$ cat src/rtl/ifetch_sequencer.sv
// ifetch_sequencer
//   Fetches one 32-bit big-endian instruction per PC from a byte-wide
//   instruction memory. It issues four consecutive byte reads, assembles
//   the word and hands it to decode with a valid/ready handshake. It owns
//   the fetch PC: it increments sequentially and takes jump/branch redirects,
//   which abort any fetch in flight.
//
// Ports
//   clk, reset        rising-edge clock, asynchronous active-high reset
//   fetch_en          1 = fetching allowed; 0 = stop once the current word is consumed
//   redirect_valid    single-cycle jump/branch request
//   redirect_pc       jump/branch target (bits [1:0] ignored)
//   mem_rd_en         byte read strobe to the instruction memory
//   mem_addr          byte address, the low ADDR_W bits of pc + k
//   mem_rdata         read byte, valid one cycle after mem_rd_en
//   ins_valid         ins_word/ins_pc are valid
//   ins_ready         decode accepts the word
//   ins_word, ins_pc  assembled instruction and its PC
//   align_err         one-cycle pulse after a misaligned redirect
//   fetch_count       number of words handed to decode (wraps at 2^16)
//
// Handshake: a word transfers on every rising edge where ins_valid && ins_ready.
// ins_word/ins_pc stay stable while ins_valid is high and ins_ready is low.
// ins_ready is ignored while ins_valid is low.

module ifetch_sequencer #(
   parameter int          ADDR_W   = 8,
   parameter logic [31:0] RESET_PC = 32'h0000_0000
) (
   input  logic              clk,
   input  logic              reset,
   input  logic              fetch_en,
   input  logic              redirect_valid,
   input  logic [31:0]       redirect_pc,
   output logic              mem_rd_en,
   output logic [ADDR_W-1:0] mem_addr,
   input  logic [7:0]        mem_rdata,
   output logic              ins_valid,
   input  logic              ins_ready,
   output logic [31:0]       ins_word,
   output logic [31:0]       ins_pc,
   output logic              align_err,
   output logic [15:0]       fetch_count
);

   typedef enum logic [1:0] {
      IDLE  = 2'd0,
      ISSUE = 2'd1,
      DRAIN = 2'd2,
      HOLD  = 2'd3
   } state_t;

   state_t      state, state_nxt;
   logic [1:0]  k, k_nxt;
   logic [31:0] pc, pc_nxt;

   // Capture pipeline: each read carries a live tag and a byte-slot index
   // for one cycle, to meet its returning byte.
   logic        cap_live;
   logic [1:0]  cap_idx;
   logic [31:0] asm_buf, asm_nxt;

   logic        transfer;

   assign transfer  = ins_valid && ins_ready;
   assign ins_valid = (state == HOLD);
   assign mem_rd_en = (state == ISSUE);
   assign mem_addr  = (state == ISSUE) ? (pc[ADDR_W-1:0] + ADDR_W'(k)) : '0;

   // Next state, PC and byte counter
   always_comb begin
      state_nxt = state;
      k_nxt     = k;
      pc_nxt    = pc;
      case (state)
         IDLE: begin
            if (fetch_en) begin
               state_nxt = ISSUE;
               k_nxt     = 2'd0;
            end
         end
         ISSUE: begin
            k_nxt = k + 2'd1;
            if (k == 2'd3) state_nxt = DRAIN;
         end
         DRAIN: state_nxt = HOLD;
         HOLD: begin
            if (transfer) begin
               pc_nxt    = pc + 32'd4;
               state_nxt = fetch_en ? ISSUE : IDLE;
               k_nxt     = 2'd0;
            end
         end
         default: state_nxt = IDLE;
      endcase
      // A redirect overrides everything, including the pc + 4 of a
      // simultaneous transfer.
      if (redirect_valid) begin
         pc_nxt    = {redirect_pc[31:2], 2'b00};
         state_nxt = fetch_en ? ISSUE : IDLE;
         k_nxt     = 2'd0;
      end
   end

   // Drop the returning byte into its big-endian slot (slot 0 -> [31:24]).
   always_comb begin
      asm_nxt = asm_buf;
      if (cap_live) begin
         case (cap_idx)
            2'd0:    asm_nxt[31:24] = mem_rdata;
            2'd1:    asm_nxt[23:16] = mem_rdata;
            2'd2:    asm_nxt[15:8]  = mem_rdata;
            default: asm_nxt[7:0]   = mem_rdata;
         endcase
      end
   end

   always_ff @(posedge clk or posedge reset) begin
      if (reset) begin
         state       <= IDLE;
         k           <= 2'd0;
         pc          <= RESET_PC;
         cap_live    <= 1'b0;
         cap_idx     <= 2'd0;
         asm_buf     <= 32'd0;
         ins_word    <= 32'd0;
         ins_pc      <= 32'd0;
         align_err   <= 1'b0;
         fetch_count <= 16'd0;
      end else begin
         state     <= state_nxt;
         k         <= k_nxt;
         pc        <= pc_nxt;
         // A redirect kills the tag of the read issued in the same cycle,
         // so its byte is dropped when it returns.
         cap_live  <= mem_rd_en && !redirect_valid;
         cap_idx   <= k;
         asm_buf   <= asm_nxt;
         align_err <= redirect_valid && (redirect_pc[1:0] != 2'b00);
         if (transfer) fetch_count <= fetch_count + 16'd1;
         // The word becomes visible only on the load into HOLD; the last
         // byte arrives in the same cycle, so use the merged value.
         if (state == DRAIN && !redirect_valid) begin
            ins_word <= asm_nxt;
            ins_pc   <= pc;
         end
      end
   end

endmodule
$ cat config.mk
export PLATFORM = sky130hd
export DESIGN_NAME = ifetch_sequencer
export DESIGN_NICKNAME = d
export VERILOG_FILES = /design/src/rtl/ifetch_sequencer.sv
export SDC_FILE = /design/constraint.sdc
export NUM_CORES = 1
export LEC_CHECK = 0
export BUFFER_PORTS_ARGS = -buffer_cell sky130_fd_sc_hd__buf_2
export CAP_MARGIN = 30
export CORE_ASPECT_RATIO = 1.1
export CORE_UTILIZATION = 39
export CTS_CLUSTER_DIAMETER = 200
export DETAILED_ROUTE_END_ITERATION = 10
export PLACE_DENSITY = 0.58
export SKIP_LAST_GASP = 1
export SLEW_MARGIN = 20
export SYNTH_ARGS = -nofsm -noshare
export SYNTH_HDL_FRONTEND = slang
export SYNTH_SLANG_ARGS = --single-unit
$ cat constraint.sdc
create_clock -name clk -period 6.6 [get_ports clk]
set_input_delay 0.66 -clock clk [delete_from_list [all_inputs] [get_ports clk]]
set_output_delay 0.66 -clock clk [all_outputs]
set_load 0.005 [all_outputs]
==> qor.yml <==
postLayoutSetupSlackWorst_ns: 3.83
drive_gt1_frac: 0.401
hold_path.class: "in -> async"
post_drt_wl_per_cell_microns: 16.5
grt_usage: 0.179
start_util: 0.404
core-area_sq_mm: 0.0159
fin_cells: 868
fillers: 1407
critPathRequiredTime_ns: 6.90
setup_tns_ns: 0
tightestPinTransition_ns: 0.930
relSlewSlack: 0.374
cts_inserted_buffers: 17
grt_max_degree: 97
reg2reg_slack_ns: 4.16
rsz0062_at_grt: "no"
yosysTopAreaCell: "dfrtp_1"
hold_viol_final: 0
synthSimpleGateAreaFrac: 0.130
skew_ns: 0.00804
synthArstFlopShare: 1.00
ctsResizeCount: 0
cap_violations: 0
final_nets: 708
fin_total_pwr_mw: 3.28
setup-violations-final: 0
synth_top_area_share: 0.576
yosys-top-cells-area: "dfrtp_1 (58%), mux2_2 (16%), nand2_1 (2.3%)"
drc: 0
synth_top_family_by_area: "multiplexers"
cts_root_buffer: "clkbuf_16"
drt-initial-drc-count: 240
yosysMostFrequentCell: "dfrtp_1"
synth_cells: 523
cts_setup_buffers: 0
antenna_left: 0
finalMaxSlewViolations: 0
critPathMaxFanout: 44
cts_max_path_buffers: 2
cts_tree: "yes"
ios: 136
yosys.area_share.xor_xnor: 0.0354
die_height_microns: 137
synth-seq-cells: 148
area_delta_synth_final_pct: 23.5
synth_seq_area_share: 0.576
worstPathArrival_ns: 3.07
crit_slowest_cell: "buf_4"
pre_cts_slack_ns: 2.96
grt_pass1_wl_microns: 23700
io_buffers: 133
endpoint_kind: "register"
post-route-util: 0.499
synth_compound_area_frac: 0.0582
die_x_microns: 124
gp_routability_congestion: 0.800
postLayoutCellArea_sq_mm: 0.00794
fin_crit_ns: 2.77
avgSynthCellArea_sq_um: 12.3
critPathLaunchType: "primary input"
antenna_found_initial: 1
crit_chain: "buf_2 > inv_1 > nand2_2 > buf_4 > mux2_2"
clkTransAtPathRegs_ns: 0.06
cts_htree_levels: 4
timing.fmax_mhz: 361
vias_per_cell: 5.21
cpPeakStageDelay_ns: 0.56
drtPass1Iterations: 4
cts.sinks: 148
synth_cell_type_count: 44
dieArea_sq_mm: 0.0170
grt.overflow.total: 0
synth_area_sq_mm: 0.00643
synth-edff-count: 0
diodes: 0
finalCritPeriodShare: 0.419
power_density_mw_per_mm2: 414
status: "complete, no violations"
p_leak_nw: 3.71
path_class: "in -> reg"
insertion_delay_ns: 0.42
dp_cells: 834
holdWs_ns: 0.280
hpwl_microns: 9950
grt_pass1_vias: 4654
ir_worst_vdd_mv: 0.189
hold_buffers: 0
wl_microns: 14400
synth.area.mux_share: 0.161
rows: 48
ys_top_cells_by_count: "dfrtp_1 (148), mux2_2 (91), nand2_1 (40)"
dr_total_vias: 4520
synth_fa_ha_area_frac: 0.0156
yosys_warnings: 0
synthFlopType: "dfrtp_1"
placed_area_sq_mm: 0.00726
## logic make-up (layout without fill, tap and decap cells)
group / after synthesis / in the layout
DFF: 148 / 148
other: 1 / 2
AOI/OAI and AO/OA: 59 / 59
and+or+nand+nor: 154 / 154
muxes: 92 / 92
buffers and inverters: 35 / 179
adders and majority gates: 8 / 8
xor gates and xnor gates: 26 / 26
## where the power goes
group / total [mW] / internal (mW) / leakage (nW) / switching, mW
clock network: 1.01 / 0.607 / 0.297 / 0.401
logic: 0.862 / 0.489 / 1.61 / 0.373
registers: 1.41 / 1.24 / 1.80 / 0.174
## worst paths after layout
path	depth (start not counted)	startpoint	end
worst min register to register	0	k[0]	cap_idx[0]
max in group asynchronous	4	reset	ins_word[24]
min in group clk	3	redirect_pc[15]	pc[15]
worst max-delay path	5	redirect_valid	ins_word[24]
worst max register to register	5	state[1]	pc[31]
worst min-delay path	2	reset	fetch_count[15]
## metal layers
metal	part of all wire	wire length [microns]	track usage
met3	0.048	696	0.0442
met2	0.49	7010	0.291
met1	0.44	6290	0.224
met5	0.0011	16	0
met4	0.023	337	0.0850
## state kept, by name, summed over array words and instances, names as in the netlist, 2 cells and up
| register | flops |
|---|---|
| cap_idx | 2 |
| asm_buf | 32 |
| ins_word | 32 |
| k | 2 |
| state | 2 |
| pc | 30 |
| ins_pc | 30 |
| fetch_count | 16 |
## layout by cell type (no fill, tap or decap), types with 2 or more instances in the layout
| master | synthesis | final |
|---|---|---|
| a211o_1 | 2 | 2 |
| a21oi_1 | 4 | 4 |
| a311o_1 | 4 | 4 |
| a31oi_1 | 12 | 12 |
| and2_1 | 9 | 9 |
| and3_1 | 7 | 7 |
| and4_1 | 7 | 7 |
| buf_16 | 0 | 2 |
| buf_2 | 1 | 133 |
| buf_4 | 2 | 3 |
| bufinv_16 | 0 | 3 |
| clkbuf_16 | 0 | 17 |
| clkinvlp_4 | 0 | 2 |
| conb_1 | 1 | 2 |
| dfrtp_1 | 148 | 148 |
| ha_1 | 8 | 8 |
| inv_1 | 9 | 8 |
| inv_6 | 0 | 7 |
| inv_8 | 0 | 2 |
| mux2_2 | 91 | 91 |
| nand2_1 | 40 | 39 |
| nand2b_1 | 3 | 3 |
| nand3_1 | 20 | 20 |
| nand3b_1 | 2 | 2 |
| nand4_1 | 9 | 9 |
| nor2_1 | 24 | 24 |
| nor3_1 | 4 | 4 |
| nor3b_1 | 2 | 2 |
| nor4_1 | 4 | 4 |
| o21ai_0 | 22 | 22 |
| o22ai_1 | 2 | 2 |
| o31ai_1 | 9 | 9 |
| or2_2 | 2 | 2 |
| or3_1 | 3 | 3 |
| or3_2 | 2 | 2 |
| or4_1 | 11 | 11 |
| xnor2_1 | 14 | 14 |
| xor2_1 | 12 | 12 |
## cell type report
cell class / instances / area, sq um / share of cell area
inverter: 9 / 38.8 / 0.00489
multi-input combinational: 341 / 2580 / 0.325
clock inverter: 14 / 189 / 0.0238
timing repair buffer: 138 / 743 / 0.0936
sequential: 148 / 3700 / 0.467
clock buffer: 18 / 429 / 0.0541
tap: 200 / 250 / 0.0315
## worst max-delay path: cells and delay by family
family                 cells  cell delay (ns)
muxes                      1             0.40
and+or+nand+nor            1             0.53
buffers and inverters      3             1.42
No activity file was read; power rests on OpenSTA's default activity.
